==> src/rtl/conv_pad_inserter_if.sv <==
// Pixel stream bundle between the producer, the pad inserter and the convolution stage.
// The slave modport is the pad inserter's view; master is the producer/consumer side.
interface conv_pad_inserter_if #(
  parameter int PIXEL_DATAW = 8
);
  logic                   i_valid;
  logic [PIXEL_DATAW-1:0] i_x;
  logic                   i_last;
  logic                   i_ready;
  logic                   o_ready;
  logic                   o_valid;
  logic [PIXEL_DATAW-1:0] o_y;
  logic                   o_err;

  modport master (
    output i_valid, i_x, i_last, i_ready,
    input  o_ready, o_valid, o_y, o_err
  );

  modport slave (
    input  i_valid, i_x, i_last, i_ready,
    output o_ready, o_valid, o_y, o_err
  );
endinterface

==> src/rtl/conv_pad_inserter.sv <==
// Wraps a raw image stream in a PAD-wide zero border; 1-cycle body pass-through, first zero 2 cycles after frame start.
// Downstream stall freezes outputs, state and counters; input is only accepted in BODY while the output can advance.
module conv_pad_inserter #(
  parameter int IMAGE_WIDTH = 512,
  parameter int PIXEL_DATAW = 8,
  parameter int PAD         = 1
) (
  input logic                clk,
  input logic                reset_n,
  conv_pad_inserter_if.slave bus
);
  localparam int BOARD_WIDTH = IMAGE_WIDTH + 2 * PAD;
  localparam int CW          = $clog2(BOARD_WIDTH);
  localparam int PW          = $clog2(PAD + 1);

  localparam logic [CW-1:0] ROW_END  = CW'(BOARD_WIDTH - 1);
  localparam logic [CW-1:0] BODY_END = CW'(IMAGE_WIDTH - 1);
  localparam logic [CW-1:0] SIDE_END = CW'(PAD - 1);
  localparam logic [PW-1:0] PROW_END = PW'(PAD - 1);

  typedef enum logic [2:0] {
    IDLE,
    TOP,
    LEFT,
    BODY,
    RIGHT,
    BOTTOM
  } state_t;

  state_t                 state, state_nx;
  logic [CW-1:0]          col, col_nx;
  logic [PW-1:0]          padrow, padrow_nx;
  logic                   last_row, last_row_nx;
  logic [PIXEL_DATAW-1:0] y_q, y_nx;
  logic                   vld_q, vld_nx;
  logic                   err_q, err_nx;
  logic                   advance;

  assign advance     = ~vld_q | bus.i_ready;
  assign bus.o_ready = advance && (state == BODY);
  assign bus.o_valid = vld_q;
  assign bus.o_y     = y_q;
  assign bus.o_err   = err_q;

  always_comb begin
    state_nx    = state;
    col_nx      = col;
    padrow_nx   = padrow;
    last_row_nx = last_row;
    y_nx        = y_q;
    vld_nx      = vld_q;
    err_nx      = err_q;

    if (advance) begin
      unique case (state)
        IDLE: begin
          vld_nx = 1'b0;
          // The waiting pixel is not consumed here; it is taken once BODY is reached.
          if (bus.i_valid) begin
            state_nx  = TOP;
            col_nx    = '0;
            padrow_nx = '0;
          end
        end
        TOP, BOTTOM: begin
          vld_nx = 1'b1;
          y_nx   = '0;
          if (col == ROW_END) begin
            col_nx = '0;
            if (padrow == PROW_END) begin
              padrow_nx = '0;
              if (state == TOP) begin
                state_nx = LEFT;
              end else begin
                state_nx    = IDLE;
                last_row_nx = 1'b0;
              end
            end else begin
              padrow_nx = padrow + 1'b1;
            end
          end else begin
            col_nx = col + 1'b1;
          end
        end
        LEFT, RIGHT: begin
          vld_nx = 1'b1;
          y_nx   = '0;
          if (col == SIDE_END) begin
            col_nx = '0;
            if (state == LEFT) state_nx = BODY;
            else               state_nx = last_row ? BOTTOM : LEFT;
          end else begin
            col_nx = col + 1'b1;
          end
        end
        BODY: begin
          if (bus.i_valid) begin
            vld_nx = 1'b1;
            y_nx   = bus.i_x;
            if (col == BODY_END) begin
              col_nx      = '0;
              state_nx    = RIGHT;
              last_row_nx = bus.i_last;
            end else begin
              col_nx = col + 1'b1;
              // A mid-row last marker is flagged and otherwise ignored.
              if (bus.i_last) err_nx = 1'b1;
            end
          end else begin
            vld_nx = 1'b0;
          end
        end
        default: begin
          state_nx = IDLE;
          vld_nx   = 1'b0;
        end
      endcase
    end
  end

  always_ff @(posedge clk or negedge reset_n) begin
    if (!reset_n) begin
      state    <= IDLE;
      col      <= '0;
      padrow   <= '0;
      last_row <= 1'b0;
      y_q      <= '0;
      vld_q    <= 1'b0;
      err_q    <= 1'b0;
    end else begin
      state    <= state_nx;
      col      <= col_nx;
      padrow   <= padrow_nx;
      last_row <= last_row_nx;
      y_q      <= y_nx;
      vld_q    <= vld_nx;
      err_q    <= err_nx;
    end
  end
endmodule
==> src/flat_wrapper.sv <==
// flat-port wrapper written by rule: the top's interface ports become plain ports
module conv_pad_inserter_flat 
#(
  parameter int IMAGE_WIDTH = 512,
  parameter int PIXEL_DATAW = 8,
  parameter int PAD         = 1
)
  (clk, reset_n, bus_i_valid, bus_i_x, bus_i_last, bus_i_ready, bus_o_ready, bus_o_valid, bus_o_y, bus_o_err);
  conv_pad_inserter_if #(.PIXEL_DATAW(PIXEL_DATAW)) bus_i ();
  input logic clk;
  input logic reset_n;
  input wire logic [$bits(bus_i.i_valid)-1:0] bus_i_valid;
  input wire logic [$bits(bus_i.i_x)-1:0] bus_i_x;
  input wire logic [$bits(bus_i.i_last)-1:0] bus_i_last;
  input wire logic [$bits(bus_i.i_ready)-1:0] bus_i_ready;
  output wire logic [$bits(bus_i.o_ready)-1:0] bus_o_ready;
  output wire logic [$bits(bus_i.o_valid)-1:0] bus_o_valid;
  output wire logic [$bits(bus_i.o_y)-1:0] bus_o_y;
  output wire logic [$bits(bus_i.o_err)-1:0] bus_o_err;
  assign bus_i.i_valid = bus_i_valid;
  assign bus_i.i_x = bus_i_x;
  assign bus_i.i_last = bus_i_last;
  assign bus_i.i_ready = bus_i_ready;
  assign bus_o_ready = bus_i.o_ready;
  assign bus_o_valid = bus_i.o_valid;
  assign bus_o_y = bus_i.o_y;
  assign bus_o_err = bus_i.o_err;
  conv_pad_inserter #(.IMAGE_WIDTH(IMAGE_WIDTH), .PIXEL_DATAW(PIXEL_DATAW), .PAD(PAD)) u_core (.clk(clk), .reset_n(reset_n), .bus(bus_i));
endmodule
==> config.mk <==
export PLATFORM = sky130hd
export DESIGN_NAME = conv_pad_inserter_flat
export DESIGN_NICKNAME = d
export VERILOG_FILES = /design/src/rtl/conv_pad_inserter_if.sv /design/src/rtl/conv_pad_inserter.sv /design/src/flat_wrapper.sv
export SDC_FILE = /design/constraint.sdc
export NUM_CORES = 1
export LEC_CHECK = 0
export CAP_MARGIN = 15
export CORE_MARGIN = 2
export CORE_UTILIZATION = 52
export DETAILED_ROUTE_END_ITERATION = 10
export GPL_ROUTABILITY_DRIVEN = 0
export PLACE_DENSITY = 0.8
export SLEW_MARGIN = 0
export SYNTH_ARGS = -nofsm -noshare
export SYNTH_HDL_FRONTEND = slang
export SYNTH_SLANG_ARGS = --single-unit
==> constraint.sdc <==
create_clock -name clk -period 2.45 [get_ports clk]
set_input_delay 0.245 -clock clk [delete_from_list [all_inputs] [get_ports clk]]
set_output_delay 0.245 -clock clk [all_outputs]
set_load 0.05 [all_outputs]
==> results.txt, run 1 <==
- After floorplanning, the core was sized to cover about 0.0025 mm².
* Slowest Stage Delay on Critical Path: about 0.67 ns
- The first global-routing pass estimated approximately 5.6 mm of wire.
- The worst register-to-register path begins at u_core.state[1].
- Dominant combinational cell family by area after synthesis: simple AND/OR/NAND/NOR gates
- Adder-cell share of the synthesized area: roughly 2.7%
- Critical path data required time: between 2 and 3 ns
- TritonCTS built the clock tree.
- Critical Setup Path Class: flip-flop to flip-flop
- The number of hold violations in the final report was 0.
* Critical path launch point type: flip-flop
- The detail route stage leaves a number of antenna-violating nets equal to 0.
- Total number of placement rows: 18
- After filler insertion, the fill cell instance count of the layout stands at between 200 and 250.
- The number of global-route vias before repair was 1,208.
- The worst register-to-register path has a setup slack of around 0.24 ns.
- Final Slew Violations: 0
- The kind of cell with the highest combined delay along the critical path is flip-flops.
* Fmax achieved: between 0.4 and 0.5 GHz
- Critical path endpoint: u_core.col[0]
- Proportion of synthesized chip area in sequential cells: between 40% and 50%
- In this run the worst hold path is classified as input port to asynchronous set/reset pin.
* Flop and latch count out of synthesis: 24
* Area fraction in compound gates after synthesis: 24.2%
- Worst-skew pair later-pin latency: around 0.32 ns
- Among all flip-flop cells after synthesis, the most frequent one is dfrtp_1.
- Worst slew slack as a fraction of its limit: 66.4%
- In this run the static leakage power is around 0.71 nW.
- The critical path starts at u_core.state[1].
- During placement, the flow inserted port buffers numbering 23.
- Summing the areas of all xor and xnor instances in the mapped netlist gives less than 1% of the synthesized area.
- WL/cell: 15.2 µm
- DRC Markers: 0
* Clock transition at the register clock pins on the worst setup and hold paths after CTS: between 0.1 and 0.15 ns
* HPWL after detailed placement: 2.31 mm
- Number of setup buffers added after CTS: 0
* Sink Count: 24
- X dimension of the die: 56.0 µm
* Stages on the worst setup path: 5
- Share of cells above drive strength 1: a little under 8%
* Capture point of the worst reg-to-reg path: u_core.col[0]
- Ranking of synthesized cells by area: dfrtp_1 (43%), nand2_1 (6.4%), a22o_1 (5.0%)
* CP max FO: 17
- The total overflow left after global routing is 0.
* Biggest area consumer among synthesized cells: dfrtp_1
* Average instance area after synthesis: around 8.9 µm²
* Post-synthesis share of cell area spent on and, or, nand and nor gates: between 20% and 30%
- Buffer levels on the longest clock path: 2
- Total wire length: approximately 3.2 mm
- Data on the critical path arrives at its endpoint at 2.43 ns.
- Number of inserted diodes: 0
- Overall fraction of global-route tracks in use: a little over a fifth
* CTS resizes: 0
- The final layout contains between 150 and 200 nets.
- Post-CTS Hold Buffers: 0
* Area fraction of the dominant cell type after synthesis: 42.8%
- In the synthesized netlist, the number of instances is 157.
- Detailed-router iteration count before antenna repair: 4
- Via total after detailed routing: 1,283
* Largest net degree at the start of global routing: 25
- STA classifies the critical path endpoint as a flip-flop.
- Between clock sinks in the finished design, the worst skew comes to between 0.001 and 0.0015 ns.
- The run finished with clean final reports.
* Number of DRC violations after detailed-routing iteration 0: 42
* Final setup TNS: 0 ns
- For this design the top-level I/O count stands at 24.
* Number of max-cap violations: 0
- Yosys mapped a number of flops with a built-in enable equal to 0.
- Power spread over the standard cell area amounts to about 1200 mW/mm².
- For this design, the slowest cell found on the critical path is dfrtp_1.
- Clock tree synthesis inserted a total of 3 buffers.
- The number of cells on the worst reg-to-reg path is 5.
* Worst hold slack: around 0.28 ns
* Actual transition at the worst max-transition pin: ~0.50 ns
- Crit-path cells: nor2_1 > or3_4 > a211oi_4 > nor2_4 > mux2_2
- Area added between synthesis and finish: 20.9%
- CTS root buffer: clkbuf_4
- Worst vdd ir: approximately 0.75 mV
- Share of synthesized area spent on multiplexers: less than 1%
* Setup-violating endpoint count in the final report: 0
- Syn Std Cell Area: 0.00140 mm²
- In the routed layout, each cell is associated on average with a via count of about 6.
* Post-synthesis net count: 173
* Number of antenna violations at the first check in global routing: 0
- Counting both buffers and inverters, the worst setup path holds a total of 0.
* Starting density of the core: a little under three fifths
- Share of synthesized flip-flops with an asynchronous set or reset: 100%
- Share of the clock period used by the worst path: around 90%
- Synthesis instantiated 45 different standard cells from the library.
- Ys Warns: 0
- Die area: about 0.0031 mm²
* Number of H-tree levels: 1
- Unrepaired setup endpoints after global routing: false
- The floorplan step set the die height to between 50 and 60 µm.
* Final period demand of the worst path: 2.21 ns
-- cell type report --
type	count	area, µm²	area share, %
inverter	4	15.0	0.885
sequential	24	601	35.4
multi-input combinational	122	757	44.6
timing repair buffer	26	250	14.7
clock buffer	4	36.3	2.14
tap	30	37.5	2.21
-- worst min path at each step --
stage | start | slack, ns | endpoint
floorplan | reset_n | -0.05 | u_core.bus.o_err
global placement | u_core.bus.o_err | 0.45 | u_core.bus.o_err
detailed placement | u_core.bus.o_err | 0.46 | u_core.bus.o_err
CTS | reset_n | 0.30 | u_core.bus.o_y[4]
global route | reset_n | 0.30 | u_core.bus.o_y[7]
finish | reset_n | 0.28 | u_core.bus.o_y[4]
-- report_power, final --
group          switching, mW  internal [mW]
registers              0.154          0.517
logic                  0.747          0.446
clock network          0.122         0.0909
total                   1.02           1.05
-- per-stage QoR --
step	util [%]	total power, mW	cell area, µm²	cells	setup slack [ns]
floorplan	-	1.54	1400	157	0.569
global placement	65.8	1.81	1660	206	0.411
detailed placement	65.8	1.87	1660	206	0.308
CTS	67.3	2.08	1700	210	0.274
global route	67.3	2.22	1700	210	0.118
finish	67.3	2.08	1700	210	0.239
-- registers in the layout, summed over array words and instances, names as in the netlist --
signal and cells:
u_core.bus.o_err 1, u_core.bus.o_valid 1, u_core.bus.o_y 8, u_core.col 10, u_core.last_row 1, u_core.state 3
-- Yosys cell counts, drive strengths merged, types with 2 or more instances --
cell type / n
nor2b: 5
a22o: 8
nand2b: 4
a211oi: 3
a31oi: 3
nand2: 24
or3: 3
buf: 2
o21a: 2
nand4: 4
nor4: 3
nor2: 11
o21ai: 19
ha: 3
nand3: 4
a21oi: 2
clkbuf: 5
nor3: 5
and2: 2
inv: 4
dfrtp: 24
-- cells by family after synthesis --
group                    after synthesis
buffers and inverters                 11
flip-flops                            24
adder cells (fa/ha/maj)                3
multiplexers                           1
XOR/XNOR                               1
AND/OR/NAND/NOR                       69
AO/OA/AOI/OAI                         48
-- layout by cell type (no fill, tap or decap), types with 4 or more instances in the layout --
master,synthesis,routed
nand2_1,24,24
dfrtp_1,24,24
clkdlybuf4s50_1,0,22
o21ai_1,10,10
nor2_1,10,10
o21ai_0,9,9
a22o_1,8,8
nor2b_1,5,5
nor3_1,5,5
inv_1,4,4
nand2b_1,4,4
nand4_1,4,4
nand3_1,4,4
buf_4,1,4
-- metal layers --
layer,up-vias,share of wire (%),global-route usage (%)
met5,-,0,0
met4,0,0.75,6.46
met3,2,6.2,3.49
met2,59,48,36.3
met1,607,45,29.0
li1,615,-,-
Note: power is estimated with default switching activity, not from simulation.
==> run 2, diff against run 1 <==
--- a/config.mk
+++ b/config.mk
@@ -6,11 +6,14 @@
 export NUM_CORES = 1
 export LEC_CHECK = 0
 export CAP_MARGIN = 15
+export CORE_ASPECT_RATIO = 0.9
 export CORE_MARGIN = 2
 export CORE_UTILIZATION = 52
 export DETAILED_ROUTE_END_ITERATION = 10
 export GPL_ROUTABILITY_DRIVEN = 0
+export HOLD_SLACK_MARGIN = 0.08
 export PLACE_DENSITY = 0.8
+export SKIP_LAST_GASP = 1
 export SLEW_MARGIN = 0
 export SYNTH_ARGS = -nofsm -noshare
 export SYNTH_HDL_FRONTEND = slang
==> results.txt, run 2 (same netlist as run 1, synthesis figures left out) <==
- Critical path launch point type: flip-flop
- Max FFs per register: 10
- The number of hold violations in the final report was 0.
* X dimension of the die: 58.8 µm
* Placeable core region: between 0.002 and 0.003 mm²
* Worst setup timing slack at the placement stage: roughly 0.35 ns
- Hold is met by 0.248 ns.
* Number of setup buffers added after CTS: 0
* Number of global-route vias before repair: approximately 1.2k
* Wire length of the first global-routing pass: around 5.5 mm
- For this design the static power due to leakage is 0.718 nW.
* Final setup TNS: 0 ns
* Final Slew Violations: 0
* Number of inserted diodes: 0
* Chip Height: ~53 µm
- Via total after detailed routing: between 1k and 1.5k
* Power density over the cells: about 1300 mW/mm²
- After layout, the worst path uses 90.6% of the clock period.
* Clock tree from TritonCTS: built
* Post-CTS Hold Buffers: 0
- Die area: 0.00313 mm²
* Arrival time at the worst endpoint: between 1.5 and 2 ns
* Actual transition at the worst max-transition pin: slightly above 0.5 ns
- Across the whole layout, storage elements account for ~600 µm².
* Ports placed on the boundary: 24
- For this run, the detailed router's first-pass iteration total came to 7.
- Sink Count: 24
- CTS resizes: 0
* Clock transition at the register clock pins on the worst setup and hold paths after CTS: approximately 0.14 ns
* Total wire length: approximately 3.4 mm
- For this run, the total global-route usage over all layers was measured as between 20% and 30%.
- The multi-input combinational cells in the finished layout cover a total of between 700 and 800 µm².
* Worst slew slack as a fraction of its limit: approximately two thirds
- HPWL after detailed placement: about 2.5 mm
* Crit-path cells: and3b_1 > buf_4 > and2_1 > buf_4
* Slowest Stage Delay on Critical Path: between 0.6 and 0.7 ns
- Summed over all layers, the global routing overflow is 0.
- Violated checks: DRC
* Final period demand of the worst path: between 2 and 2.5 ns
- STA classifies the critical path endpoint as an output port.
- In this run the worst path has a maximum fanout of 17.
- Fill cells in the final layout number between 150 and 200.
- In this run the register-to-register setup slack is between 0.2 and 0.3 ns.
* Via-per-instance ratio: a little over 6
- Result of the run: complete, but fails checks
* Unrepaired setup endpoints after global routing: false
* Power consumption: 2.18 mW
* WL/cell: around 16 µm
* Critical path data required time: between 2 and 2.5 ns
- Worst path most repeated cell: buf_4
* Share of cells above drive strength 1: 7.78%
- Setup-violating endpoint count in the final report: 0
- The path class of the tightest hold or removal check is input port to asynchronous set/reset pin.
- Counting along the longest clock path gives a buffer depth of 2.
- Number of DRC violations after detailed-routing iteration 0: 42
- The floorplan has 17 rows.
* Commonest cells after routing, fill and taps aside: nand2_1 (24), dfrtp_1 (24), clkdlybuf4s50_1 (22), o21ai_1 (10), nor2_1 (10)
- The number of antenna violations at the first check in global routing came to 0.
- The critical path is of the flip-flop to output port type.
- Starting density of the core: 55.9%
- Worst-skew pair later-pin latency: 0.33 ns
* Clock buffer count from CTS: 3
- Compared with the post-synthesis result, the final layout area differs by 21.8%.
- Number of max-cap violations: 0
- Setup Skew: 0.00362 ns
- The net count of the finished layout is around 200.
- CTS root buffer: clkbuf_4
- IR analysis of the VDD net gives a maximum drop of approximately 0.8 mV.
- Entering global routing, the biggest net connects 25 pins.
* DRT antenna net count: 0
- During placement, the flow inserted port buffers numbering 23.
- Register ranked first by flip-flop count: u_core.col
* Fmax achieved: between 0.4 and 0.5 GHz
- Final standard cell count with taps included and fillers excluded: 208
* Number of H-tree levels: 1
- The worst path meets setup with 0.231 ns of slack.
* Critical-path cell with the highest stage delay: dfrtp_1
* DRC Markers: 2
- The number of placed instances, taps included, is roughly 200.
==> run 2: cell types whose count changed in the layout (fill, tap and decap cells not counted), sizes merged <==
cell | previous run | this run
bufinv | 0 | 1
clkbuf | 4 | 3
==> run 2: where the power goes <==
part / internal, mW / switching [mW]
sequential: 0.516 / 0.154
clock: 0.166 / 0.133
combinational: 0.446 / 0.764
==> run 2: final timing paths <==
check | endpoint | cells after the start | start
max | bus_o_ready | 4 | u_core.state[1]
min | u_core.col[2] | 2 | reset_n
max reg2reg | u_core.col[7] | 5 | u_core.state[1]
min reg2reg | u_core.bus.o_err | 1 | u_core.bus.o_err
max in group asynchronous | u_core.bus.o_y[6] | 2 | reset_n
min in group clk | u_core.bus.o_y[5] | 3 | bus_i_x[5]
==> run 2: metrics by stage <==
step / utilization [%] / instance area [µm²]
4_1_cts: 68.1 / 1710
3_3_place_gp: 66.1 / 1660
6_report: 68.1 / 1710
5_1_grt: 68.1 / 1710
3_5_place_dp: 66.1 / 1660
2_1_floorplan: - / 1400
==> run 2: final cells by class <==
cell class / instances / share of cell area (%)
flip-flops and latches: 24 / 35.1
clock inverters: 1 / 1.76
well taps: 28 / 2.05
clock buffers: 3 / 1.32
multi-input cells: 122 / 44.3
inverters: 4 / 0.878
repair buffers: 26 / 14.6
==> run 2: routing by layer <==
metal / vias to the layer above / wire length [µm] / global-route usage [%]
met5: - / 0 / 0
met4: 0 / 25 / 5.30
li1: 617 / - / -
met2: 47 / 1610 / 38.9
met3: 4 / 206 / 5.13
met1: 614 / 1510 / 30.6
==> run 2: critical path: cells and delay by family, from the launching register on <==
family	cells	cell delay (ns)
buf+inv	2	0.42
flops	1	0.66
simple gates	2	0.57
==> run 3, diff against run 2 <==
--- a/config.mk
+++ b/config.mk
@@ -5,6 +5,7 @@
 export SDC_FILE = /design/constraint.sdc
 export NUM_CORES = 1
 export LEC_CHECK = 0
+export ABC_AREA = 0
 export CAP_MARGIN = 15
 export CORE_ASPECT_RATIO = 0.9
 export CORE_MARGIN = 2
==> results of run 3 <==
No change in the layout: final DEF, timing and power equal those of run 2.
